$ cat src/rtl/cpu_pkg.sv
// Shared CPU-wide definitions: datapath width and the PC/instruction types.
package cpu_pkg;
  localparam int XLEN = 32;
  typedef logic [XLEN-1:0] pc_t;
  typedef logic [XLEN-1:0] insn_t;
endpackage

$ cat src/rtl/fetch_queue_if.sv
// Bundle of the instruction-memory request/response, redirect and decode handshakes.
interface fetch_queue_if #(
  parameter int XLEN = cpu_pkg::XLEN
);
  logic            imem_req_valid;
  logic            imem_req_ready;
  logic [XLEN-1:0] imem_req_addr;
  logic            imem_resp_valid;
  logic [XLEN-1:0] imem_resp_data;
  logic            redirect_valid;
  logic [XLEN-1:0] redirect_pc;
  logic            dec_valid;
  logic            dec_ready;
  logic [XLEN-1:0] dec_insn;
  logic [XLEN-1:0] dec_pc;

  // master: the fetch queue itself; slave: memory + redirect source + decode
  modport master (
    output imem_req_valid, imem_req_addr, dec_valid, dec_insn, dec_pc,
    input  imem_req_ready, imem_resp_valid, imem_resp_data,
    input  redirect_valid, redirect_pc, dec_ready
  );
  modport slave (
    input  imem_req_valid, imem_req_addr, dec_valid, dec_insn, dec_pc,
    output imem_req_ready, imem_resp_valid, imem_resp_data,
    output redirect_valid, redirect_pc, dec_ready
  );
endinterface

$ cat src/rtl/fq_entry_ram.sv
// Fetch-queue entry storage: pc/insn arrays plus per-entry pending/filled flags.
module fq_entry_ram #(
  parameter int XLEN  = cpu_pkg::XLEN,
  parameter int DEPTH = 4,
  localparam int PW   = $clog2(DEPTH)
) (
  input  logic            clk,
  input  logic            rst,
  input  logic            clr_i,
  input  logic            alloc_i,
  input  logic [PW-1:0]   alloc_idx_i,
  input  logic [XLEN-1:0] alloc_pc_i,
  input  logic            fill_i,
  input  logic [PW-1:0]   fill_idx_i,
  input  logic [XLEN-1:0] fill_data_i,
  input  logic            free_i,
  input  logic [PW-1:0]   free_idx_i,
  input  logic [PW-1:0]   rd_idx_i,
  output logic [XLEN-1:0] rd_pc_o,
  output logic [XLEN-1:0] rd_insn_o,
  output logic            rd_filled_o,
  output logic            fill_pending_o
);
  logic [XLEN-1:0]  pc_mem   [DEPTH];
  logic [XLEN-1:0]  insn_mem [DEPTH];
  logic [DEPTH-1:0] pending_q, pending_d;
  logic [DEPTH-1:0] filled_q, filled_d;

  always_ff @(posedge clk) begin
    if (alloc_i) pc_mem[alloc_idx_i] <= alloc_pc_i;
    if (fill_i)  insn_mem[fill_idx_i] <= fill_data_i;
  end

  // A free beats a fill on the same entry: that is the bypassed dequeue.
  for (genvar gi = 0; gi < DEPTH; gi++) begin : g_entry
    logic hit_alloc, hit_fill, hit_free;
    assign hit_alloc = alloc_i && (alloc_idx_i == PW'(gi));
    assign hit_fill  = fill_i  && (fill_idx_i  == PW'(gi));
    assign hit_free  = free_i  && (free_idx_i  == PW'(gi));
    assign pending_d[gi] = clr_i ? 1'b0 : hit_alloc ? 1'b1 :
                           (hit_free || hit_fill) ? 1'b0 : pending_q[gi];
    assign filled_d[gi]  = clr_i ? 1'b0 : hit_alloc ? 1'b0 :
                           hit_free ? 1'b0 : hit_fill ? 1'b1 : filled_q[gi];
  end

  always_ff @(posedge clk) begin
    if (rst) begin
      pending_q <= '0;
      filled_q  <= '0;
    end else begin
      pending_q <= pending_d;
      filled_q  <= filled_d;
    end
  end

  assign rd_pc_o        = pc_mem[rd_idx_i];
  assign rd_insn_o      = insn_mem[rd_idx_i];
  assign rd_filled_o    = filled_q[rd_idx_i];
  assign fill_pending_o = pending_q[fill_idx_i];
endmodule

$ cat src/rtl/fetch_queue.sv
// In-order instruction fetch queue with redirect flush and stale-response dropping.
// Optional macro FETCH_QUEUE_BYPASS_EN forwards a fill of the head entry to decode in the same cycle.
module fetch_queue #(
  parameter int XLEN     = cpu_pkg::XLEN,
  parameter int DEPTH    = 4,
  parameter int PC_STEP  = 1,
  parameter int RESET_PC = 0
) (
  input logic          clk,
  input logic          rst,
  fetch_queue_if.master bus
);
  localparam int PW = $clog2(DEPTH);
  localparam int CW = $clog2(DEPTH + 1);

  logic [XLEN-1:0] fetch_pc_q, fetch_pc_d;
  logic [PW-1:0]   head_q, head_d, tail_q, tail_d, fill_ptr_q, fill_ptr_d;
  logic [CW-1:0]   count_q, count_d, pend_cnt_q, pend_cnt_d, drop_cnt_q, drop_cnt_d;
  logic            post_rst_q;

  logic            full, req_valid, alloc, resp_take, drop_hit, fill, bypass, deq;
  logic            dec_valid, head_filled, fill_pending;
  logic [XLEN-1:0] head_pc, head_insn;
  logic [CW:0]     drop_sum;
  logic [CW-1:0]   drop_redir;

  assign full      = (count_q == CW'(DEPTH));
  assign req_valid = !rst && !full && !bus.redirect_valid;
  assign alloc     = req_valid && bus.imem_req_ready;
  // The first response after reset release belongs to a request issued before reset.
  assign resp_take = bus.imem_resp_valid && !rst && !bus.redirect_valid && !post_rst_q;
  assign drop_hit  = resp_take && (drop_cnt_q != '0);
  assign fill      = resp_take && (drop_cnt_q == '0) && fill_pending;

`ifdef FETCH_QUEUE_BYPASS_EN
  assign bypass = fill && (fill_ptr_q == head_q);
`else
  assign bypass = 1'b0;
`endif

  assign dec_valid = !rst && !bus.redirect_valid && (head_filled || bypass);
  assign deq       = dec_valid && bus.dec_ready;

  // Responses still in flight at a redirect, minus one already arriving now.
  always_comb begin
    drop_sum = {1'b0, pend_cnt_q} + {1'b0, drop_cnt_q};
    if (bus.imem_resp_valid && (drop_sum != '0)) drop_sum = drop_sum - (CW+1)'(1);
    drop_redir = (drop_sum > (CW+1)'(DEPTH)) ? CW'(DEPTH) : drop_sum[CW-1:0];
  end

  always_comb begin
    fetch_pc_d = fetch_pc_q;
    head_d     = head_q;
    tail_d     = tail_q;
    fill_ptr_d = fill_ptr_q;
    count_d    = count_q;
    pend_cnt_d = pend_cnt_q;
    drop_cnt_d = drop_cnt_q;
    if (bus.redirect_valid) begin
      fetch_pc_d = bus.redirect_pc;
      head_d     = '0;
      tail_d     = '0;
      fill_ptr_d = '0;
      count_d    = '0;
      pend_cnt_d = '0;
      drop_cnt_d = drop_redir;
    end else begin
      if (alloc) begin
        fetch_pc_d = fetch_pc_q + XLEN'(PC_STEP);
        tail_d     = tail_q + PW'(1);
      end
      if (fill)     fill_ptr_d = fill_ptr_q + PW'(1);
      if (deq)      head_d     = head_q + PW'(1);
      if (drop_hit) drop_cnt_d = drop_cnt_q - CW'(1);
      count_d    = count_q + CW'(alloc) - CW'(deq);
      pend_cnt_d = pend_cnt_q + CW'(alloc) - CW'(fill);
    end
  end

  always_ff @(posedge clk) begin
    post_rst_q <= rst;
    if (rst) begin
      fetch_pc_q <= XLEN'(RESET_PC);
      head_q     <= '0;
      tail_q     <= '0;
      fill_ptr_q <= '0;
      count_q    <= '0;
      pend_cnt_q <= '0;
      drop_cnt_q <= '0;
    end else begin
      fetch_pc_q <= fetch_pc_d;
      head_q     <= head_d;
      tail_q     <= tail_d;
      fill_ptr_q <= fill_ptr_d;
      count_q    <= count_d;
      pend_cnt_q <= pend_cnt_d;
      drop_cnt_q <= drop_cnt_d;
    end
  end

  fq_entry_ram #(
    .XLEN  (XLEN),
    .DEPTH (DEPTH)
  ) u_entry_ram (
    .clk            (clk),
    .rst            (rst),
    .clr_i          (bus.redirect_valid),
    .alloc_i        (alloc),
    .alloc_idx_i    (tail_q),
    .alloc_pc_i     (fetch_pc_q),
    .fill_i         (fill),
    .fill_idx_i     (fill_ptr_q),
    .fill_data_i    (bus.imem_resp_data),
    .free_i         (deq),
    .free_idx_i     (head_q),
    .rd_idx_i       (head_q),
    .rd_pc_o        (head_pc),
    .rd_insn_o      (head_insn),
    .rd_filled_o    (head_filled),
    .fill_pending_o (fill_pending)
  );

  assign bus.imem_req_valid = req_valid;
  assign bus.imem_req_addr  = fetch_pc_q;
  assign bus.dec_valid      = dec_valid;
  assign bus.dec_pc         = head_pc;
  assign bus.dec_insn       = bypass ? bus.imem_resp_data : head_insn;
endmodule

$ cat src/flat_wrapper.sv
// flat-port wrapper written by rule: the top's interface ports become plain ports
module fetch_queue_flat 
#(
  parameter int XLEN     = cpu_pkg::XLEN,
  parameter int DEPTH    = 4,
  parameter int PC_STEP  = 1,
  parameter int RESET_PC = 0
)
  (clk, rst, bus_imem_req_valid, bus_imem_req_addr, bus_dec_valid, bus_dec_insn, bus_dec_pc, bus_imem_req_ready, bus_imem_resp_valid, bus_imem_resp_data, bus_redirect_valid, bus_redirect_pc, bus_dec_ready);
  fetch_queue_if #(.XLEN(XLEN)) bus_i ();
  input logic clk;
  input logic rst;
  output wire logic [$bits(bus_i.imem_req_valid)-1:0] bus_imem_req_valid;
  output wire logic [$bits(bus_i.imem_req_addr)-1:0] bus_imem_req_addr;
  output wire logic [$bits(bus_i.dec_valid)-1:0] bus_dec_valid;
  output wire logic [$bits(bus_i.dec_insn)-1:0] bus_dec_insn;
  output wire logic [$bits(bus_i.dec_pc)-1:0] bus_dec_pc;
  input wire logic [$bits(bus_i.imem_req_ready)-1:0] bus_imem_req_ready;
  input wire logic [$bits(bus_i.imem_resp_valid)-1:0] bus_imem_resp_valid;
  input wire logic [$bits(bus_i.imem_resp_data)-1:0] bus_imem_resp_data;
  input wire logic [$bits(bus_i.redirect_valid)-1:0] bus_redirect_valid;
  input wire logic [$bits(bus_i.redirect_pc)-1:0] bus_redirect_pc;
  input wire logic [$bits(bus_i.dec_ready)-1:0] bus_dec_ready;
  assign bus_imem_req_valid = bus_i.imem_req_valid;
  assign bus_imem_req_addr = bus_i.imem_req_addr;
  assign bus_dec_valid = bus_i.dec_valid;
  assign bus_dec_insn = bus_i.dec_insn;
  assign bus_dec_pc = bus_i.dec_pc;
  assign bus_i.imem_req_ready = bus_imem_req_ready;
  assign bus_i.imem_resp_valid = bus_imem_resp_valid;
  assign bus_i.imem_resp_data = bus_imem_resp_data;
  assign bus_i.redirect_valid = bus_redirect_valid;
  assign bus_i.redirect_pc = bus_redirect_pc;
  assign bus_i.dec_ready = bus_dec_ready;
  fetch_queue #(.XLEN(XLEN), .DEPTH(DEPTH), .PC_STEP(PC_STEP), .RESET_PC(RESET_PC)) u_core (.clk(clk), .rst(rst), .bus(bus_i));
endmodule
$ cat config.mk
export PLATFORM = sky130hd
export DESIGN_NAME = fetch_queue_flat
export DESIGN_NICKNAME = d
export VERILOG_FILES = /design/src/rtl/cpu_pkg.sv /design/src/rtl/fetch_queue_if.sv /design/src/rtl/fq_entry_ram.sv /design/src/rtl/fetch_queue.sv /design/src/flat_wrapper.sv
export SDC_FILE = /design/constraint.sdc
export NUM_CORES = 1
export LEC_CHECK = 0
export ABC_AREA = 1
export CORE_MARGIN = 2
export CORE_UTILIZATION = 50
export DETAILED_ROUTE_END_ITERATION = 10
export GPL_TIMING_DRIVEN = 0
export PLACE_DENSITY = 0.82
export SLEW_MARGIN = 10
export SYNTH_ARGS = -nofsm -noshare
export SYNTH_HDL_FRONTEND = slang
export SYNTH_SLANG_ARGS = --single-unit
$ cat constraint.sdc
create_clock -name clk -period 2.3 [get_ports clk]
set_clock_uncertainty 0.15 [all_clocks]
set_input_delay 0.23 -clock clk [delete_from_list [all_inputs] [get_ports clk]]
set_output_delay 0.23 -clock clk [all_outputs]
set_load 0.005 [all_outputs]
After elaboration in Yosys (flattened, before gate mapping)
Memory sizes are Yosys's and may differ from the RTL's. A register that Yosys moved wholly into a read port is not among the register bits.
Index checks and enable logic that the tools add are counted.
{ "word_totals": {"memories": 2, "regBits": 56, "word_cells": 118, "inputBits": 70, "out_inout_bits": 98, "mem_bits_rw": 256} }
{ "op_classes": {"n_eq_ne": 10, "magnitude_cmp": 3, "n_reduce_logical": 50, "muxes": 26, "n_addsub": 11} }
{ "memory_table": {"columns": ["name", "words", "word_bits", "read_ports", "rd_clocked_by_memory_dff", "wr", "line", "source"], "rows": [
  ["u_core.u_entry_ram.insn_mem", 4, 32, 1, 1, 1, "fq_entry_ram.sv:25", "logic [XLEN-1:0] insn_mem [DEPTH];"],
  ["u_core.u_entry_ram.pc_mem", 4, 32, 1, 1, 1, "fq_entry_ram.sv:24", "logic [XLEN-1:0] pc_mem [DEPTH];"]
]} }
{ "op_table": {"columns": ["cell", "n"], "rows": [
  ["two-way mux 32 bit", 2],
  ["adder 32 x 1 -> 32 bit, second input constant", 1],
  ["logical AND 1 bit", 25],
  ["OR reduction 4 bit", 4],
  ["two-way mux 1 bit", 14],
  ["equality test 2 bit, second input constant", 6],
  ["nonzero test 2 bit", 6],
  ["two-way mux 3 bit", 3],
  ["two-way mux 2 bit", 4],
  ["adder 2 x 1 -> 2 bit, second input constant", 3],
  ["adder 3 x 1 -> 3 bit", 2],
  ["equality test 2 x 1 -> 1 bit, second input constant", 3],
  ["zero test 2 bit", 3],
  ["< comparator 2 x 3 -> 1 bit, second input constant", 2],
  ["subtractor 3 x 1 -> 3 bit", 2],
  ["adder 3 x 3 -> 4 bit", 1],
  ["binary-select mux 1 bit (select 2 bit)", 2],
  ["greater-than comparator 4 x 3 -> 1 bit, second input constant", 1],
  ["zero test 1 bit", 4],
  ["logical OR 1 bit", 4],
  ["two-way mux 4 bit", 1],
  ["nonzero test 4 bit", 1],
  ["subtractor 4 x 1 -> 4 bit, second input constant", 1],
  ["equality test 3 bit, second input constant", 1],
  ["other kinds (4)", 4]
]} }

Depth between registers and ports, before layout
Gate-level depths: netlist of the first run.
{ "logic_depth": {"depth_word": 10, "ltp_mapped": 15, "depth_no_buf": 15} }

Hierarchy
A second synthesis of the first run with hierarchy kept.
{ "hier_totals": {"cells_unflattened": 1171, "hier_area_um2": 13192.7} }
{ "modules_own_cells": {"columns": ["module", "area_per_inst_um2", "instances", "seq_area_each_um2", "cells_per_inst"], "rows": [
  ["fq_entry_ram", 9962.1, 1, 7847.5, 688],
  ["fetch_queue", 3230.6, 1, 960.9, 483]
]} }

Worst setup path before layout of the first run
No wires, ideal clock.
{ "synth_path": {"kind": "flip-flop to flip-flop", "start": "register u_core.fill_ptr_q[0]", "end": "register u_core.pend_cnt_q[2]", "path_stages_with_launch": 13, "t_arrival_ns": 2.101, "slack_ns": -0.071, "period_less_slack_ns": 2.371, "setup_time_ns": 0.120, "t_required_ns": 2.030, "path_buffers": 0, "path_cell_list": "dfxtp_1 > inv_1 > o21ai_0 > o22ai_1 > nand4_1 > inv_1 > ha_1 > inv_1 > ha_1 > fa_1 > xor2_1 > o21ai_0 > a21oi_1"} }
{ "synth_via": {"elab_chain_cells": 4} }
{ "synth_lines": {"columns": ["element", "line", "source"], "rows": [
  ["from (decl)", "fetch_queue.sv:17", "logic [PW-1:0] head_q, head_d, tail_q, tail_d, fill_ptr_q, fill_ptr_d;"],
  ["from (signal assigned)", "fetch_queue.sv:94", "fill_ptr_q <= fill_ptr_d;"],
  ["binary-select mux 1 bit (select 2 bit)", "fq_entry_ram.sv:59", "assign fill_pending_o = pending_q[fill_idx_i];"],
  ["two-way mux 1 bit (implied by the code)", "fq_entry_ram.sv:59", null],
  ["logical AND 1 bit", "fetch_queue.sv:33", "assign fill = resp_take && (drop_cnt_q == '0) && fill_pending;"],
  ["via u_core.fill", "fetch_queue.sv:21", "logic full, req_valid, alloc, resp_take, drop_hit, fill, bypass, deq;"],
  ["subtractor 3 x 1 -> 3 bit", "fetch_queue.sv:76", "pend_cnt_d = pend_cnt_q + CW'(alloc) - CW'(fill);"],
  ["to (signal assigned)", "fetch_queue.sv:96", "pend_cnt_q <= pend_cnt_d;"],
  ["to (decl)", "fetch_queue.sv:18", "logic [CW-1:0] count_q, count_d, pend_cnt_q, pend_cnt_d, drop_cnt_q, drop_cnt_d;"]
]} }
The timed path passes the listed nets, and every way through them passes these cells. The select of a mux whose other input is x is not followed.
A chain may end at the register's enable or synchronous reset.

Worst setup path in the final report of the first run
Ends and elaborated chain as after synthesis.

==> results.toml, run 1 <==
[place]
gp_congestion = 0.946
post_dp_cell_area_mm2 = 0.0153
io_buffers = 166
dpl.hpwl_mm = 21.2

[worst_setup_path]
critical_path_class = "reg2reg"
reg2reg_slack_ns = 0.03
timing.rr.start = "u_core.fill_ptr_q[0]"
start_kind = "register"
crit_path_end_kind = "register"
crit_end = "u_core.pend_cnt_q[2]"
reg2reg_depth = 12
critical_path.max_fanout = 4
cp_cell_sequence = "inv_6, o21ai_2, o22ai_2, nand4_1, inv_2, ha_4, inv_2, ha_4, fa_2, xor2_2, o21ai_1, a21oi_1"
cp.required_ns = 2.63
critPathLaunch = "u_core.fill_ptr_q[0]"
arrival_ns = 2.60
slowest_delay_ns = 0.38
r2r_end = "u_core.pend_cnt_q[2]"
critical-path-top-delay-family = "adder cells"
crit_buf_inv = 3
crit_cells = 12
slowest_stage = "dfxtp_4"

[floorplan]
die_y_um = 166
die_x_um = 166
ios = 168
start_util_pct = 50.7
core_area_mm2 = 0.0260
dieArea_mm2 = 0.0277
num_rows = 59

[global_routing]
grt.overflow.total = 0
grt_pass1_wl_mm = 52.6
grtUsageTotal_pct = 24.0
antenna_found_initial = 0
grt_start_max_net_pins = 33
grt_pass1_vias = 9699

[pwr]
pwr-share-clk_pct = 40.7
seq_power_share_pct = 54.1
switchingPower_w = 0.00248
ir_drop_mv = 0.545
powerDensity_mw_per_mm2 = 686
p_int_w = 0.00921
sw_frac_of_total_pct = 21.2
comb_power_share_pct = 5.2
leakage_nw = 6.15

[drt]
drc = 0
ant_nets = 0
vias = 9867
wirelength_mm = 34.1
vias_per_cell = 5.64
wl_per_cell_um = 19.5
dr.pass1.iters = 5
first_iter_violations = 1010

[clock_network]
cts_sinks = 314
clk_latency_ns = 0.56
cts_root_buf = "clkbuf_16"
cts.htree.levels = 1
clock_path_buffers = 3
clkTransAtPathRegs_ns = 0.06
cts_buffers = 31
tritoncts = "built"

[sta]
tns_ns = 0
tightest_slew_ns = 0.577
fin_crit_ns = 2.27
finalHoldViolCount = 0
rsz0062_at_grt = "true"
setup_viol = 0
maxSlewHeadroom_pct = 61.6
report.final.slew_viol_count = 0
fmax_mhz = 441
post-route-period-util_pct = 98.7

[yosys]
ys_ff_latch = 314
synth_top_area_share_pct = 58.3
syn_nets = 1264
ys_types = 39
avgSynthCellArea_um2 = 11.3
synth_area_leaders = "edfxtp_1 (58%), dfxtp_1 (8.8%), o21ai_0 (5.8%), nor2_1 (5.1%), nand2_1 (3.8%)"
postSynthCellCount = 1168
synth_ff_type = "edfxtp_1"
synth_area_mm2 = 0.0132
ys_top_cells_by_count = "edfxtp_1 (256), nor2_1 (178), o21ai_0 (154)"
yosysSeqAreaShare_pct = 67.1
ys_warn_count = 0
yosysMostFrequentCell = "edfxtp_1"
async_flop_share_pct = 0
synth_edf_count = 256
netlist.top_cell.by_area = "edfxtp_1"

[flow_run]
cap_viol_max_count = 0

[cells_and_area]
synthToLayoutAreaGrowth_pct = 29.3
multi_input_area_mm2 = 0.00407
layout-drive-gt1-share_pct = 20.3
fillers = 1885
nNetsFinal = 1487
antenna_cells = 0
seq_area_mm2 = 0.00887
finalInstanceArea_mm2 = 0.0170

[min_path]
hold_class = "in2reg"

[outcome]
status = "completed"
[cell families (layout without fill, tap and decap cells)]
logic type | count (synthesis) | count (layout) | synth area share (%)
simple gates | 376 | 376 | 12.0
fa+ha+maj | 26 | 26 | 2.64
compound gates | 292 | 292 | 12.4
flops | 314 | 314 | 67.1
buf+inv | 137 | 385 | 4.29
xor+xnor | 23 | 23 | 1.53
[cells in the final DEF, fill, tap and decap left out, drive strengths merged, types with 2 or more instances in the layout]
master and n:
edfxtp 256, nor2 185, o21ai 158, nand2 139, clkdlybuf4s50 102, clkbuf 90, inv 83, buf 76
o22ai 67, dfxtp 58, a21oi 42, nand3 29, ha 23, xor2 19, a31oi 16, clkinv 15
nor3 12, nand4 9, clkdlybuf4s15 8, xnor2 4, a22o 3, dlygate4sd3 3, dlygate4sd2 3, fa 3
o211ai 2, o221ai 2, bufinv 2, clkinvlp 2
[state kept, by name, indices dropped and copies added, names as in the netlist, 3 cells and up, named ones only]
name and cells:
u_core.u_entry_ram.filled_q 4, u_core.pend_cnt_q 3, u_core.u_entry_ram.pc_mem 128, u_core.bus.imem_req_addr 32, u_core.u_entry_ram.insn_mem 128, u_core.u_entry_ram.pending_q 4, u_core.drop_cnt_q 3, u_core.count_q 3
[power groups by stage]
stage          Combinational, W  Clock (W)  Sequential [W]
2_1_floorplan          0.000256          0         0.00640
6_report               0.000611    0.00475         0.00633
4_1_cts                0.000588    0.00478         0.00633
3_3_place_gp           0.000563          0         0.00644
5_1_grt                0.000670    0.00501         0.00634
3_5_place_dp           0.000577          0         0.00645
[repair_timing]
action,CTS,global route
hold buffers,3,0
endpoints found under the hold margin,8,0
endpoints found under the setup margin,294,122
pin swaps,40,30
gates cloned,4,2
setup buffers,10,5
resized for setup,388,122
[worst min path at each step]
stage,slack [ns],end,depth (start not counted),startpoint
after floorplan,0.11,u_core.post_rst_q,0,rst
after global placement,0.28,u_core.u_entry_ram.filled_q[0],2,u_core.u_entry_ram.filled_q[0]
after detailed placement,0.29,u_core.u_entry_ram.filled_q[0],2,u_core.u_entry_ram.filled_q[0]
after CTS,0.03,u_core.bus.imem_req_addr[1],4,bus_redirect_valid
after global routing,0.1,u_core.bus.imem_req_addr[12],3,bus_redirect_pc[12]
final,0.04,u_core.bus.imem_req_addr[1],4,bus_redirect_valid
[tightest hold or removal path, cell delays in order]
cell      delay [ns]
buf_6           0.11
clkbuf_1        0.20
nand2_1         0.10
a31oi_1         0.07
[per-stage QoR]
step	instances	total power, W	util [%]	setup slack, ns	hold slack [ns]
floorplan	1168	0.00666	-	0.0150	0.108
global placement	1669	0.00700	58.7	-1.05	0.279
detailed placement	1669	0.00702	58.7	-0.628	0.293
CTS	1744	0.0117	65.2	-0.0395	0.0315
global route	1751	0.0120	65.6	-0.101	0.0983
finish	1751	0.0117	65.6	0.0305	0.0441
[cell type report]
type / count / area share [%]
clock inverters: 20 / 0.903
clock buffers: 38 / 4.71
plain buffers: 55 / 4.03
repair buffers: 190 / 9.83
inverters: 82 / 2.06
multi-input cells: 717 / 23.9
flip-flops and latches: 314 / 52.1
well taps: 335 / 2.46
[routing by layer]
layer | global-route usage [%] | up-vias | wire length, µm
met3 | 3.41 | 59 | 2850
li1 | - | 4602 | -
met1 | 32.5 | 4703 | 13600
met4 | 6.52 | 0 | 824
met5 | 0 | - | 0
met2 | 41.2 | 503 | 16800
(Power assumes the default switching activity.)
==> run 2: changes to the inputs <==
CELL_PAD_IN_SITES_DETAIL_PLACEMENT = 1   (was unset)
CELL_PAD_IN_SITES_GLOBAL_PLACEMENT = 2   (was unset)
CORE_MARGIN = 3   (was 2)
CORE_UTILIZATION = 33   (was 50)
GPL_TIMING_DRIVEN = unset   (was 0)
==> run 2 against run 1 <==
The flow now finishes with violations (setup timing). Setup slack worse by 0.11 ns. Die area up 53%. Sequential power down 0.6%.
==> results.toml, run 2 (same netlist as run 1, synthesis figures left out) <==
[outcome]
status = "complete, but fails checks"
violations = "setup timing"

[worst_setup_path]
critical_path.max_fanout = 8
critical_path_class = "reg2out"
timing.rr.start = "u_core.drop_cnt_q[0]"
start_kind = "register"
arrival_ns = 2.00
crit_path_end_kind = "primary output"
cp.required_ns = 1.92

[global_routing]
grt_start_max_net_pins = 37
grt.overflow.total = 0
grtUsageTotal_pct = 18.9
antenna_found_initial = 0
grt_pass1_vias = 10800
grt_pass1_wl_mm = 61.3

[clock_network]
clk_latency_ns = 0.53
clkTransAtPathRegs_ns = 0.06
tritoncts = "built"
clock_path_buffers = 3
cts_sinks = 314
cts.htree.levels = 2
hold_buffers = 0
cts_root_buf = "clkbuf_16"
cts_buffers = 36

[cells_and_area]
fillers = 4151
nNetsFinal = 1545
synthToLayoutAreaGrowth_pct = 38.7
layout-drive-gt1-share_pct = 26.5
mostFrequentLayoutCells = "edfxtp_1 (256), nor2_1 (156), nand2_1 (123)"
layout_commonest_cell = "edfxtp_1"
postLayoutCoreUtil_pct = 46.9
antenna_cells = 0

[sta]
fmax_mhz = 421
fin_crit_ns = 2.38
setup_viol = 4
tightest_slew_ns = 0.551
maxSlewHeadroom_pct = 63.2
finalHoldViolCount = 0
rsz0062_at_grt = "true"
report.final.slew_viol_count = 0
fin_ws_ns = -0.0775
post-route-period-util_pct = 103

[floorplan]
ios = 168
dieArea_mm2 = 0.0424
die_x_um = 206
num_rows = 72
core_area_mm2 = 0.0390
start_util_pct = 33.8
die_y_um = 206

[min_path]
hold_start = "rst"
hold_class = "in2reg"

[drt]
drc = 0
dr.pass1.iters = 4
vias_per_cell = 5.06
wirelength_mm = 41.5
wl_per_cell_um = 20.8
vias = 10100
ant_nets = 0
first_iter_violations = 501

[place]
dpl.hpwl_mm = 24.9
gp_congestion = 0.810
io_buffers = 167
dp_slack_ns = -0.340

[pwr]
total_power_w = 0.0127
ir_drop_mv = 0.423
leakage_nw = 6.70
powerDensity_mw_per_mm2 = 696

[flow_run]
cap_viol_max_count = 0
-- run 2: cell count changes in the layout (fill, tap and decap cells not counted), sizes merged, moves of 2 or more --
| cell | delta |
|---|---|
| buf | +97 |
| clkbuf | -33 |
| clkdlybuf4s15 | -4 |
| clkdlybuf4s50 | -2 |
| clkinv | -2 |
| dlygate4sd2 | +3 |
| dlygate4sd3 | -3 |
| inv | +2 |
-- run 2: worst max-delay path, stage by stage, from the launching register on --
cell and delay, ns:
dfxtp_4 0.35, buf_12 0.14, inv_16 0.09, buf_12 0.11, buf_12 0.14, buf_8 0.13
o21ai_0 0.08, o22ai_1 0.24, buf_2 0.18
-- run 2: worst paths after layout --
kind | end | slack [ns] | cells after the start
setup / recovery | bus_dec_insn[7] | -0.08 | 8
hold / removal | u_core.post_rst_q | 0.06 | 2
setup reg to reg | u_core.drop_cnt_q[2] | 0.03 | 13
hold reg to reg | u_core.u_entry_ram.filled_q[2] | 0.30 | 2
-- run 2: timing repair --
| item | in CTS | in global routing |
|---|---|---|
| setup endpoints to repair | 70 | 53 |
| pin swaps | 41 | 45 |
| setup buffers | 21 | 11 |
| resized for setup | 335 | 134 |
| gates cloned | 8 | 7 |
-- run 2: stage by stage --
step                cell area [µm²]  hold WS [ns]  instances  TNS (ns)
CTS                           17900        0.0685       1979    -0.767
floorplan                     13200         0.108       1168         0
global placement              16200         0.285       1886    -21.07
finish                        18300        0.0578       1993    -0.190
detailed placement            16200         0.293       1886    -27.60
global route                  18300        0.0561       1993     -1.37
-- run 2: final cells by class --
cell class	instances	area, µm²	share of cell area [%]
multi-input combinational	717	4260	23.3
sequential	314	8870	48.5
timing repair buffer	298	3010	16.5
tap	518	648	3.55
clock buffer	43	978	5.35
clock inverter	21	193	1.05
inverter	82	324	1.77
-- run 2: where the power goes --
part | total [W] | leakage, nW | switching (W) | internal, W
clock network | 0.00568 | 0.574 | 0.00230 | 0.00338
logic | 0.000761 | 3.30 | 0.000383 | 0.000378
registers | 0.00629 | 2.82 | 0.0000801 | 0.00621
-- run 2: layer usage --
metal / routed length (µm) / track usage [%] / vias up
li1: - / - / 4708
met1: 18600 / 24.6 / 5065
met2: 20100 / 32.3 / 250
met3: 1860 / 3.56 / 56
met4: 914 / 5.16 / 0
met5: 0 / 0 / -
